### config.mk
export PLATFORM = sky130hd
export DESIGN_NAME = hdmi_island_scheduler_flat
export DESIGN_NICKNAME = d
export VERILOG_FILES = /design/src/rtl/hdmi_island_scheduler_pkg.sv /design/src/rtl/hdmi_island_scheduler_if.sv /design/src/rtl/hdmi_island_scheduler_prio_arbiter.sv /design/src/rtl/hdmi_island_scheduler.sv /design/src/flat_wrapper.sv
export SDC_FILE = /design/constraint.sdc
export NUM_CORES = 1
export LEC_CHECK = 0
export CORE_MARGIN = 5
export CORE_UTILIZATION = 50
export CTS_CLUSTER_DIAMETER = 80
export DETAILED_ROUTE_END_ITERATION = 10
export GPL_TIMING_DRIVEN = 0
export PLACE_DENSITY_LB_ADDON = 0.08
export SETUP_SLACK_MARGIN = 0.4
export SYNTH_ARGS = -nofsm -noshare
export SYNTH_HDL_FRONTEND = slang
export SYNTH_SLANG_ARGS = --single-unit
### constraint.sdc
create_clock -name clk_pixel -period 3.2 [get_ports clk_pixel]
set_input_delay 0.8 -clock clk_pixel [delete_from_list [all_inputs] [get_ports clk_pixel]]
set_output_delay 0.8 -clock clk_pixel [all_outputs]
set_load 0.01 [all_outputs]
### src/rtl/hdmi_island_scheduler_pkg.sv
// Shared configuration for the HDMI data-island scheduler: 720p line geometry,
// island segment lengths, phase/state encodings and requester indices.
package hdmi_island_scheduler_pkg;

  localparam int VIDEO_X_BITWIDTH = 11;
  localparam int VIDEO_Y_BITWIDTH = 10;
  localparam int SCREENWIDTH      = 1280;
  localparam int TOTALWIDTH       = 1650;

  localparam int ISLAND_START = SCREENWIDTH + 12;
  localparam int MAX_PACKETS  = 2;
  localparam int PREAMBLE_LEN = 8;
  localparam int GUARD_LEN    = 2;
  localparam int PACKET_LEN   = 32;

  localparam int REQ_ACR   = 0;
  localparam int REQ_AUDIO = 1;
  localparam int REQ_AVI   = 2;
  localparam int REQ_AIF   = 3;

  typedef enum logic [1:0] {
    PH_CTRL     = 2'd0,
    PH_PREAMBLE = 2'd1,
    PH_GUARD    = 2'd2,
    PH_DATA     = 2'd3
  } island_phase_e;

  typedef enum logic [2:0] {
    ST_IDLE,
    ST_PREAMBLE,
    ST_LEAD_GUARD,
    ST_DATA,
    ST_TRAIL_GUARD
  } state_e;

  // The whole island (preamble, both guards, all packets) must end 12 pixels before line end.
  function automatic bit island_fits(int start, int max_pkts);
    return (start + PREAMBLE_LEN + 2 * GUARD_LEN + PACKET_LEN * max_pkts) <= (TOTALWIDTH - 12);
  endfunction

endpackage

### src/rtl/hdmi_island_scheduler_if.sv
// Timing/requester side <-> island scheduler signal bundle.
interface hdmi_island_scheduler_if
  import hdmi_island_scheduler_pkg::*;
#(
  parameter int NUM_REQ = 4
);
  logic                        enable;
  logic [VIDEO_X_BITWIDTH-1:0] cx;
  logic [VIDEO_Y_BITWIDTH-1:0] cy;
  logic [NUM_REQ-1:0]          req;
  island_phase_e               island_phase;
  logic [NUM_REQ-1:0]          grant;
  logic                        null_pkt;
  logic [4:0]                  pkt_idx;
  logic                        pkt_start;
  logic                        pkt_last;

  modport master (
    output enable, cx, cy, req,
    input  island_phase, grant, null_pkt, pkt_idx, pkt_start, pkt_last
  );

  modport slave (
    input  enable, cx, cy, req,
    output island_phase, grant, null_pkt, pkt_idx, pkt_start, pkt_last
  );
endinterface

### src/rtl/hdmi_island_scheduler_prio_arbiter.sv
// Fixed-priority picker: lowest-indexed request not blocked by the mask wins.
module hdmi_island_scheduler_prio_arbiter #(
  parameter int N = 4
) (
  input  logic [N-1:0] req_i,
  input  logic [N-1:0] mask_i,
  output logic [N-1:0] gnt_o
);
  logic [N-1:0] eligible;

  assign eligible = req_i & ~mask_i;
  // Two's-complement trick isolates the lowest set bit.
  assign gnt_o    = eligible & (~eligible + N'(1));
endmodule

### src/rtl/hdmi_island_scheduler.sv
// Schedules one HDMI data island per line: preamble, leading guard, up to
// MAX_PACKETS arbitrated 32-cycle packets, trailing guard.
module hdmi_island_scheduler
  import hdmi_island_scheduler_pkg::*;
#(
  parameter int NUM_REQ      = 4,
  parameter int MAX_PACKETS  = hdmi_island_scheduler_pkg::MAX_PACKETS,
  parameter int ISLAND_START = hdmi_island_scheduler_pkg::ISLAND_START
) (
  input  logic                    clk_pixel,
  input  logic                    rst_n,
  hdmi_island_scheduler_if.slave  bus
);
  localparam int X_W    = VIDEO_X_BITWIDTH;
  localparam int PCNT_W = $clog2(MAX_PACKETS + 1);

  if (!island_fits(ISLAND_START, MAX_PACKETS)) begin : g_fit_err
    $error("data island would overrun the horizontal line");
  end

  state_e              state_q, state_d;
  logic [4:0]          cnt_q, cnt_d;
  logic [PCNT_W-1:0]   pcnt_q, pcnt_d;
  logic                armed_q, armed_d;
  logic [NUM_REQ-1:0]  gnt_q, gnt_d;
  logic                null_q, null_d;
  island_phase_e       phase_q, phase_d;
  logic [4:0]          idx_q, idx_d;
  logic                start_q, start_d;
  logic                last_q, last_d;
  logic [NUM_REQ-1:0]  arb_mask, arb_gnt;
  logic                unused_cy;

  // Islands run on every line, so the line number never gates anything.
  assign unused_cy = ^bus.cy;

  // Outside DATA the mask is zero; inside it blocks the packet just finishing.
  assign arb_mask = (state_q == ST_DATA) ? gnt_q : '0;

  hdmi_island_scheduler_prio_arbiter #(.N(NUM_REQ)) u_prio_arbiter (
    .req_i  (bus.req),
    .mask_i (arb_mask),
    .gnt_o  (arb_gnt)
  );

  always_ff @(posedge clk_pixel or negedge rst_n) begin
    if (!rst_n) begin
      state_q <= ST_IDLE;
      cnt_q   <= '0;
      pcnt_q  <= '0;
      armed_q <= 1'b1;
      gnt_q   <= '0;
      null_q  <= 1'b0;
      phase_q <= PH_CTRL;
      idx_q   <= '0;
      start_q <= 1'b0;
      last_q  <= 1'b0;
    end else begin
      state_q <= state_d;
      cnt_q   <= cnt_d;
      pcnt_q  <= pcnt_d;
      armed_q <= armed_d;
      gnt_q   <= gnt_d;
      null_q  <= null_d;
      phase_q <= phase_d;
      idx_q   <= idx_d;
      start_q <= start_d;
      last_q  <= last_d;
    end
  end

  always_comb begin
    state_d = state_q;
    cnt_d   = cnt_q + 5'd1;
    pcnt_d  = pcnt_q;
    armed_d = armed_q;
    gnt_d   = gnt_q;
    null_d  = null_q;
    if (bus.cx == '0) armed_d = 1'b1;
    unique case (state_q)
      ST_IDLE: begin
        cnt_d  = '0;
        pcnt_d = '0;
        // One decision point per line; disarm even when no island starts.
        if (bus.cx == X_W'(ISLAND_START - 1)) begin
          armed_d = 1'b0;
          if (armed_q && bus.enable && (|bus.req)) state_d = ST_PREAMBLE;
        end
      end
      ST_PREAMBLE: begin
        if (cnt_q == 5'(PREAMBLE_LEN - 1)) begin
          state_d = ST_LEAD_GUARD;
          cnt_d   = '0;
        end
      end
      ST_LEAD_GUARD: begin
        if (cnt_q == 5'(GUARD_LEN - 1)) begin
          state_d = ST_DATA;
          cnt_d   = '0;
          gnt_d   = arb_gnt;
          null_d  = ~(|arb_gnt);
          pcnt_d  = PCNT_W'(1);
        end
      end
      ST_DATA: begin
        if (cnt_q == 5'(PACKET_LEN - 1)) begin
          cnt_d = '0;
          if ((pcnt_q < PCNT_W'(MAX_PACKETS)) && (|arb_gnt)) begin
            gnt_d  = arb_gnt;
            null_d = 1'b0;
            pcnt_d = pcnt_q + PCNT_W'(1);
          end else begin
            state_d = ST_TRAIL_GUARD;
            gnt_d   = '0;
            null_d  = 1'b0;
          end
        end
      end
      ST_TRAIL_GUARD: begin
        if (cnt_q == 5'(GUARD_LEN - 1)) begin
          state_d = ST_IDLE;
          cnt_d   = '0;
        end
      end
      default: state_d = ST_IDLE;
    endcase
  end

  always_comb begin
    phase_d = PH_CTRL;
    idx_d   = '0;
    start_d = 1'b0;
    last_d  = 1'b0;
    unique case (state_d)
      ST_PREAMBLE:                   phase_d = PH_PREAMBLE;
      ST_LEAD_GUARD, ST_TRAIL_GUARD: phase_d = PH_GUARD;
      ST_DATA: begin
        phase_d = PH_DATA;
        idx_d   = cnt_d;
        start_d = (cnt_d == 5'd0);
        last_d  = (cnt_d == 5'(PACKET_LEN - 1));
      end
      default: phase_d = PH_CTRL;
    endcase
  end

  assign bus.island_phase = phase_q;
  assign bus.grant        = gnt_q;
  assign bus.null_pkt     = null_q;
  assign bus.pkt_idx      = idx_q;
  assign bus.pkt_start    = start_q;
  assign bus.pkt_last     = last_q;

endmodule

### src/flat_wrapper.sv
// flat-port wrapper written by rule: the top's interface ports become plain ports
module hdmi_island_scheduler_flat import hdmi_island_scheduler_pkg::*;
#(
  parameter int NUM_REQ      = 4,
  parameter int MAX_PACKETS  = hdmi_island_scheduler_pkg::MAX_PACKETS,
  parameter int ISLAND_START = hdmi_island_scheduler_pkg::ISLAND_START
)
  (clk_pixel, rst_n, bus_enable, bus_cx, bus_cy, bus_req, bus_island_phase, bus_grant, bus_null_pkt, bus_pkt_idx, bus_pkt_start, bus_pkt_last);
  hdmi_island_scheduler_if #(.NUM_REQ(NUM_REQ)) bus_i ();
  input  logic clk_pixel;
  input  logic rst_n;
  input wire logic [$bits(bus_i.enable)-1:0] bus_enable;
  input wire logic [$bits(bus_i.cx)-1:0] bus_cx;
  input wire logic [$bits(bus_i.cy)-1:0] bus_cy;
  input wire logic [$bits(bus_i.req)-1:0] bus_req;
  output wire logic [$bits(bus_i.island_phase)-1:0] bus_island_phase;
  output wire logic [$bits(bus_i.grant)-1:0] bus_grant;
  output wire logic [$bits(bus_i.null_pkt)-1:0] bus_null_pkt;
  output wire logic [$bits(bus_i.pkt_idx)-1:0] bus_pkt_idx;
  output wire logic [$bits(bus_i.pkt_start)-1:0] bus_pkt_start;
  output wire logic [$bits(bus_i.pkt_last)-1:0] bus_pkt_last;
  assign bus_i.enable = bus_enable;
  assign bus_i.cx = bus_cx;
  assign bus_i.cy = bus_cy;
  assign bus_i.req = bus_req;
  assign bus_island_phase = bus_i.island_phase;
  assign bus_grant = bus_i.grant;
  assign bus_null_pkt = bus_i.null_pkt;
  assign bus_pkt_idx = bus_i.pkt_idx;
  assign bus_pkt_start = bus_i.pkt_start;
  assign bus_pkt_last = bus_i.pkt_last;
  hdmi_island_scheduler #(.NUM_REQ(NUM_REQ), .MAX_PACKETS(MAX_PACKETS), .ISLAND_START(ISLAND_START)) u_core (.clk_pixel(clk_pixel), .rst_n(rst_n), .bus(bus_i));
endmodule
==> impl_metrics.yaml, run 1 <==
routing:
  vias_per_cell: 5.63
  routed_wl_mm: 3.08
  firstDrtPassIters: 4
  drtIter0Drc: 68
  post_drt_wl_per_cell_um: 15.4
  drtAntennaViolNets: 0
  route.vias.total: 1126
  drc: 0
sta:
  max_slew.worst_pin.slew_ns: 1.11
  setup_violations: 0
  finalSetupTns_ns: 0
  fmax_mhz: 407
  hold_viol: 0
  setup_ws_ns: 0.745
  timing.hold.ws_ns: 0.504
  fin_crit_sh_pct: 76.7
  fin_skew_ns: 0.00506
  rsz0062_at_grt: "false"
  finalMaxSlewViolations: 0
  period_needed_ns: 2.46
  slew_headroom_pct: 26.1
grt:
  antenna_found_initial: 0
  grt_usage_pct: 17.5
  grt_pass1_vias: 1224
  grt_max_degree: 26
  globalRouteOverflowTotal: 0
  grt_pass1_wl_mm: 5.66
setup_path:
  max_stage_delay_ns: 0.62
  cp_slowest_cell: "a222oi_1"
  start_kind: "input pin"
  critPathCaptureType: "register"
  crit_required_ns: 3.41
  worst_ep_arrival_time_ns: 2.66
  path_buf_inv: 1
  crit_type: "input pin to register"
  crit_chain: "clkdlybuf4s50_1, a222oi_1, a21oi_1, o221ai_2, o211ai_1"
  cp_max_fo: 5
  crit_family: "compound AO/OA/AOI/OAI gates"
pwr:
  worst_ir_drop_vdd_mv: 0.300
  clockPowerShare_pct: 28.2
  leakage_nw: 0.767
  switching_power_w: 0.000119
  intPower_w: 0.000392
  seqPwrFrac_pct: 62.7
  p_per_area_nw_per_um2: 290
  swShare_pct: 23.3
  comb_power_share_pct: 9.1
synthesis:
  syn_area_per_cell_um2: 10.4
  synthArstFlopShare_pct: 100
  synth_fp_nets: 165
  seq_area_frac_synth_pct: 45.2
  synth_top_area_share_pct: 43.3
  ys_warn_count: 0
  ys_ff_latch: 25
  yosysMostFrequentCell: "dfrtp_1"
  synth-main-ff-cell: "dfrtp_1"
  synthCells: 134
  synth_commonest_cells: "dfrtp_1, nor2_1, inv_1, nand2_1, o21ai_0"
  synth_edf_count: 0
  syn_area_um2: 1390
  yosysUniqueCellTypes: 53
  synth_top_area_cell: "dfrtp_1"
  synth_area_leaders: "dfrtp_1, nor2_1, nand4b_1"
place:
  pre_cts_ws_ns: 0.386
  place.gp.congestion: 0.815
  hpwl_mm: 2.32
  dpl.cell_count: 196
  place.port_buffers: 31
finish:
  n_antenna_cell: 0
  drive_above_1_share_pct: 12.4
  stdcell_count: 200
  fin_nets: 201
  syn2layout_area_growth_pct: 27.1
  fill_cells: 220
  fin_util_pct: 65.1
floorplan:
  die_w_um: 62.7
  coreArea_um2: 2710
  die_y_um: 62.7
  io_pins: 42
  die-area_um2: 3930
  rows: 19
  start_util_pct: 51.2
job:
  max_cap_viol_count: 0
clock_network:
  cts_tree: "done"
  cts_sinks: 25
  cts_setup_buffers: 0
  path_clk_slew_ns: 0.14
  cts_root_buf: "clkbuf_4"
  ctsHoldBuffers: 0
  htree_num_levels: 1
  clock_path_buffers: 2
  cts_made_buffers: 3
  cts_resized: 0
  worstSkewPairLatency_ns: 0.33
hold_path:
  min_path_type: "register to register"
outcome:
  status: "completed"
==> registers in the layout, summed over array words and instances, names as in the netlist <==
signal and flops:
u_core.bus.grant 4, u_core.bus.island_phase 2, u_core.bus.pkt_start 1, u_core.cnt_q 5
u_core.armed_q 1, u_core.bus.pkt_last 1, u_core.pcnt_q 2, u_core.bus.pkt_idx 5
u_core.state_q 3, u_core.bus.null_pkt 1
==> path summary, 6_finish.rpt <==
kind,cells past startpoint,from,slack [ns],to
worst max-delay path,5,bus_req[0],0.74,u_core.bus.island_phase[1]
worst min-delay path,2,u_core.armed_q,0.50,u_core.armed_q
worst max register to register,6,u_core.cnt_q[0],0.76,u_core.bus.grant[0]
worst min register to register,2,u_core.armed_q,0.50,u_core.armed_q
max in group asynchronous,1,rst_n,1.49,u_core.bus.grant[2]
min in group asynchronous,1,rst_n,1.05,u_core.bus.island_phase[0]
==> per-layer routing <==
metal	wire, um	global-route usage [%]
met5	0	0
met4	49	7.16
met3	171	5.04
met2	1400	26.9
met1	1460	22.9
==> through the flow <==
| stage | cell area (um^2) | power, W |
|---|---|---|
| finish | 1760 | 0.000511 |
| global route | 1760 | 0.000537 |
| CTS | 1760 | 0.000515 |
| detailed placement | 1740 | 0.000373 |
| global placement | 1740 | 0.000372 |
| floorplan | 1390 | 0.000338 |
==> cell usage in the layout (no fill, tap or decap), drive strengths merged, types with 2 or more instances in the layout <==
master         instances
ha                     3
nor2                  12
o21ai                  8
nor4b                  3
xor2                   2
inv                    8
o21a                   4
dfrtp                 24
o211ai                 2
clkdlybuf4s50         31
nand2                  8
nand4b                 5
clkbuf                 7
o221ai                 2
buf                    3
a31oi                  2
nor4                   3
nor2b                  2
or4                    2
nand3                  5
a21oi                  6
a21o                   2
==> cells by family after synthesis <==
logic type,after synthesis,synth area share (%)
compound gates,35,18.5
flops,25,45.2
xor+xnor,3,1.89
mux,1,0.811
fa+ha+maj,4,3.52
buf+inv,15,7.57
simple gates,51,22.5
==> worst register-to-register path: cells and delay by family, from the launching register on <==
kind,cells,cell delay (ns)
compound gates,1,0.60
fa+ha+maj,2,0.49
flops,1,0.46
mux,1,0.41
simple gates,2,0.39
==> power by group through the flow <==
stage          combinational, W  clock [W]  sequential, W
3_5_place_dp          0.0000469          0       0.000326
2_1_floorplan         0.0000114          0       0.000327
6_report              0.0000464   0.000144       0.000320
3_3_place_gp          0.0000458          0       0.000326
4_1_cts               0.0000472   0.000148       0.000320
5_1_grt               0.0000512   0.000165       0.000321
==> final cells by class <==
class                           instances  area [um^2]  share of cell area [%]
Buffer                                  7         75.1                    4.26
Multi-Input combinational cell         94          656                    37.2
Inverter                                8         30.0                    1.70
Tap cell                               31         38.8                    2.20
Timing Repair Buffer                   31          310                    17.6
Clock inverter                          1         5.00                   0.284
Clock buffer                            3         22.5                    1.28
Sequential cell                        25          627                    35.5
(Power assumes the default switching activity.)
==> run 2: changes to the inputs <==
Settings changed: CORE_UTILIZATION 50 to 42.
Clock period 3.2 ns to 2.2 ns, I/O delays scaled along.
==> run 2 against run 1 <==
Net effect: setup slack worse by 0.66 ns; via count is 17% higher; count of clock-buffer cells in the layout grew 1; hold slack got worse by 0.089 ns; non-clock buffer count grew 32; combinational power is 85% higher.
==> impl_metrics.yaml, run 2 (same netlist as run 1, synthesis figures left out) <==
routing:
  vias_per_cell: 5.36
  dr_wl_met3_um: 275
  route.vias.total: 1314
  routed_wl_mm: 3.96
  post_drt_wl_per_cell_um: 16.2
  drt-met1-wl_mm: 1.80
  dr.max_layer_used: "met4"
  drtIter0Drc: 64
  firstDrtPassIters: 4
  drc: 0
  drtAntennaViolNets: 0
  route.met2.wl_mm: 1.83
floorplan:
  rows: 20
  coreArea_um2: 3100
  io_pins: 42
  die_w_um: 67.5
  die-area_um2: 4550
  die_y_um: 67.5
  start_util_pct: 44.7
clock_network:
  htree_num_levels: 1
  clock_path_buffers: 2
  cts_sinks: 25
  cts_made_buffers: 3
  cts_root_buf: "clkbuf_4"
  ctsHoldBuffers: 0
  path_clk_slew_ns: 0.15
  worstSkewPairLatency_ns: 0.33
  cts_tree: "done"
setup_path:
  timing.rr.end: "u_core.bus.pkt_start"
  reg2reg_from: "u_core.cnt_q[1]"
  crit_type: "register to register"
  crit_family: "simple AND/OR/NAND/NOR gates"
  start_kind: "register"
  cp_max_fo: 3
  crit_required_ns: 2.44
  cp_slowest_cell: "or4b_4"
  worst_ep_arrival_time_ns: 2.36
  crit_chain: "inv_1, ha_1, or4b_4, maj3_2, o21a_4, or2_1, nor4_2"
  worstRegToRegCells: 7
  path_buf_inv: 1
  crit_path_start: "u_core.cnt_q[1]"
  max_stage_delay_ns: 0.47
  cp.depth: 7
  r2r_slack_ns: 0.08
  crit_end: "u_core.bus.pkt_start"
  critPathCaptureType: "register"
pwr:
  seqPwrFrac_pct: 60.6
  worst_ir_drop_vdd_mv: 0.207
  intPower_w: 0.000583
  swShare_pct: 24.0
  comb_power_share_pct: 11.2
  p_per_area_nw_per_um2: 353
  switching_power_w: 0.000185
  clockPowerShare_pct: 28.2
  leakage_nw: 1.03
finish:
  layout_commonest_cell: "buf_4"
  multiInputGateArea_um2: 785
  syn2layout_area_growth_pct: 57.0
  fill_cells: 246
  n_antenna_cell: 0
  fin_util_pct: 70.2
  mostFrequentLayoutCells: "buf_4, dfrtp_1, clkdlybuf4s50_1, nor2_1, inv_1"
  regArea_um2: 628
  stdcell_count: 245
  fin_nets: 233
  drive_above_1_share_pct: 34.3
grt:
  antenna_found_initial: 0
  grt_max_degree: 26
  grt_pass1_wl_mm: 6.32
  grt_usage_pct: 18.4
  globalRouteOverflowTotal: 0
  grt_pass1_vias: 1286
sta:
  rsz0062_at_grt: "true"
  hold_viol: 0
  fmax_mhz: 472
  slew_headroom_pct: 25.2
  fin_skew_ns: 0.0144
  setup_violations: 0
  fin_crit_sh_pct: 96.3
  period_needed_ns: 2.12
  max_slew.worst_pin.slew_ns: 1.12
  finalMaxSlewViolations: 0
place:
  hpwl_mm: 2.49
  place.gp.congestion: 0.797
  dpl.cell_count: 209
  place.port_buffers: 31
outcome:
  status: "completed"
hold_path:
  min_path_type: "input pin to asynchronous set/reset pin"
job:
  max_cap_viol_count: 0
==> run 2: how the worst min path moves through the flow <==
stage	slack, ns	cells past startpoint	startpoint	endpoint
3_3_place_gp	0.47	2	u_core.armed_q	u_core.armed_q
4_1_cts	0.50	2	u_core.armed_q	u_core.armed_q
5_1_grt	0.51	2	u_core.armed_q	u_core.armed_q
6_report	0.41	1	rst_n	u_core.bus.grant[2]
3_5_place_dp	0.48	2	u_core.armed_q	u_core.armed_q
2_1_floorplan	0.25	0	rst_n	u_core.bus.grant[0]
==> run 2: power groups by stage <==
stage,Clock (W),Combinational [W],Sequential [W]
2_1_floorplan,0,0.0000166,0.000475
3_3_place_gp,0,0.0000672,0.000475
3_5_place_dp,0,0.0000686,0.000475
4_1_cts,0.000215,0.0000802,0.000465
5_1_grt,0.000244,0.0000934,0.000466
6_report,0.000217,0.0000857,0.000465
==> run 2: per-stage QoR <==
| stage | worst slack, ns | setup TNS, ns | area [um^2] | total power, W | hold slack [ns] |
|---|---|---|---|---|---|
| floorplan | 0.198 | 0 | 1410 | 0.000492 | 0.254 |
| global placement | -0.278 | -1.71 | 1780 | 0.000542 | 0.469 |
| detailed placement | -0.366 | -2.84 | 1780 | 0.000543 | 0.482 |
| CTS | 0.0956 | 0 | 2030 | 0.000760 | 0.502 |
| global route | -0.0305 | -0.0305 | 2180 | 0.000803 | 0.512 |
| finish | 0.0820 | 0 | 2180 | 0.000768 | 0.415 |
==> run 2: repair_timing <==
| action | in CTS | in global routing |
|---|---|---|
| gates resized for setup | 20 | 20 |
| buffers inserted | 21 | 11 |
| setup endpoints to repair | 24 | 26 |
| pin swaps | 9 | 4 |
==> run 2: final cells by class <==
class | instances | share of cell area (%)
multi-input combinational | 94 | 36.0
sequential | 25 | 28.8
timing repair buffer | 63 | 26.4
buffer | 7 | 3.62
tap | 44 | 2.53
inverter | 8 | 1.38
clock buffer | 4 | 1.21
==> run 2: per-layer routing <==
metal | track usage (%) | up-vias
met5 | 0 | -
met4 | 4.56 | 0
met3 | 3.16 | 6
met2 | 30.1 | 47
met1 | 25.2 | 633
li1 | - | 628
==> run 2: worst reg2reg max path, delay by kind of cell (launching register included) <==
| family | cells | cell delay, ns |
|---|---|---|
| DFF | 1 | 0.40 |
| buffers and inverters | 1 | 0.06 |
| and+or+nand+nor | 3 | 0.88 |
| AOI/OAI and AO/OA | 1 | 0.22 |
| adders and majority gates | 2 | 0.50 |
==> run 3: changes to the inputs <==
Settings changed: SLEW_MARGIN from default to 20.
Clock period 2.2 ns to 1.91 ns, I/O delays scaled along.
==> run 3 against run 2 <==
Net effect: the flow now finishes with violations (setup timing); count of clock-buffer cells in the layout stayed put; first-iteration DRC count is 11% higher; combinational power is 12% higher; clock power is 11% higher; die area stayed put.
==> impl_metrics.yaml, run 3 (same netlist as run 1, synthesis figures left out) <==
grt:
  grt_max_degree: 26
  grt_pass1_vias: 1365
  antenna_found_initial: 0
  globalRouteOverflowTotal: 0
  grt_usage_pct: 18.3
  grt_pass1_wl_mm: 6.36
sta:
  fin_crit_sh_pct: 112
  setup_violations: 11
  finalMaxSlewViolations: 0
  timing.hold.ws_ns: 0.121
  fmax_mhz: 469
  max_slew.worst_pin.slew_ns: 0.547
  hold_viol: 0
  finalSetupTns_ns: -1.24
  fin_skew_ns: 0.0115
  rsz0062_at_grt: "true"
  slew_headroom_pct: 63.5
  setup_ws_ns: -0.223
  period_needed_ns: 2.13
floorplan:
  start_util_pct: 44.7
  coreArea_um2: 3100
  die_w_um: 67.5
  io_pins: 42
  rows: 20
  die_y_um: 67.5
  die-area_um2: 4550
job:
  max_cap_viol_count: 0
setup_path:
  timing.rr.end: "u_core.bus.pkt_start"
  cp_slowest_cell: "or4b_4"
  r2r_slack_ns: -0.22
  reg2reg_from: "u_core.cnt_q[1]"
  cp_max_fo: 3
  crit_required_ns: 2.13
  max_stage_delay_ns: 0.46
  worstRegToRegCells: 7
  worst_ep_arrival_time_ns: 2.36
  crit_family: "simple AND/OR/NAND/NOR gates"
  path_buf_inv: 1
  start_kind: "register"
  critPathCaptureType: "register"
  crit_type: "register to register"
  crit_chain: "inv_1, ha_2, or4b_4, maj3_2, o21a_2, or2_0, nor4_2"
  crit_path_start: "u_core.cnt_q[1]"
finish:
  design_area_um2: 2060
  mostFrequentLayoutCells: "dfrtp_1, buf_4, clkdlybuf4s50_1, nor2_1"
  n_antenna_cell: 0
  layout_commonest_cell: "dfrtp_1"
  fin_nets: 223
  fill_cells: 264
  syn2layout_area_growth_pct: 48.2
  regArea_um2: 628
  multiInputGateArea_um2: 768
  drive_above_1_share_pct: 32.5
pwr:
  p_per_area_nw_per_um2: 424
  leakage_nw: 0.932
  p_total_w: 0.000872
  worst_ir_drop_vdd_mv: 0.284
clock_network:
  htree_num_levels: 1
  worstSkewPairLatency_ns: 0.32
  clock_path_buffers: 2
  ctsHoldBuffers: 0
  cts_tree: "done"
  cts_root_buf: "clkbuf_4"
  path_clk_slew_ns: 0.14
  cts_sinks: 25
  cts_made_buffers: 3
place:
  pre_cts_ws_ns: -0.568
  place.port_buffers: 31
  hpwl_mm: 2.50
  place.gp.congestion: 0.793
  dpl-instance-area_um2: 1770
routing:
  drc: 0
  drtIter0Drc: 71
  vias_per_cell: 5.57
  post_drt_wl_per_cell_um: 16.0
  firstDrtPassIters: 4
  routed_wl_mm: 3.76
  drtAntennaViolNets: 0
  route.vias.total: 1308
outcome:
  status: "finished, violations left"
  failed_checks: "setup timing"
hold_path:
  min_path_type: "input pin to asynchronous set/reset pin"
run 3: cell types whose count changed in the layout (fill, tap and decap cells not counted), moves of 3 or more:
cell | previous run | this run
buf_4 | 28 | 20
dlymetal6s2s_1 | 6 | 0
clkdlybuf4s15_1 | 0 | 5
clkdlybuf4s50_1 | 21 | 16
dlygate4sd2_1 | 4 | 8
nor2_1 | 12 | 9
nor2_2 | 0 | 3
run 3: timing repair:
action,CTS,global route
setup endpoints to repair,34,30
setup buffers,16,6
pin swaps,9,6
gates resized for setup,36,11
endpoints found under the hold margin,0,0
run 3: power by group:
group	switching [W]	total (W)	internal (W)
Sequential	0.00000248	0.000536	0.000533
Combinational	0.0000406	0.0000956	0.0000550
Clock	0.000159	0.000241	0.0000816
run 3: cell type report:
class	count	share of cell area, %
repair buffers	53	23.0
flip-flops and latches	25	30.6
plain buffers	7	3.65
clock buffers	4	1.28
inverters	8	1.46
well taps	44	2.68
multi-input cells	94	37.4
run 3: worst max-delay path by stage:
stage | depth (start not counted) | slack [ns] | end
global route | 7 | -0.34 | u_core.bus.pkt_start
floorplan | 6 | -0.09 | u_core.bus.grant[0]
CTS | 7 | -0.23 | u_core.bus.pkt_start
global placement | 5 | -0.50 | u_core.bus.island_phase[1]
finish | 7 | -0.22 | u_core.bus.pkt_start
detailed placement | 5 | -0.57 | u_core.bus.island_phase[1]
run 3: layer usage:
layer | up-vias | wire [um] | global-route usage, % | part of all wire, %
li1 | 608 | - | - | -
met1 | 645 | 1660 | 22.8 | 44
met2 | 47 | 1780 | 31.7 | 47
met3 | 8 | 247 | 3.33 | 6.6
met4 | 0 | 69 | 6.08 | 1.8
met5 | - | 0 | 0 | 0
run 3: per-stage QoR:
stage / instances / util, %
after floorplan: 134 / -
after global placement: 209 / 57.3
after detailed placement: 209 / 57.2
after CTS: 229 / 63.8
after global routing: 235 / 66.3
final: 235 / 66.3
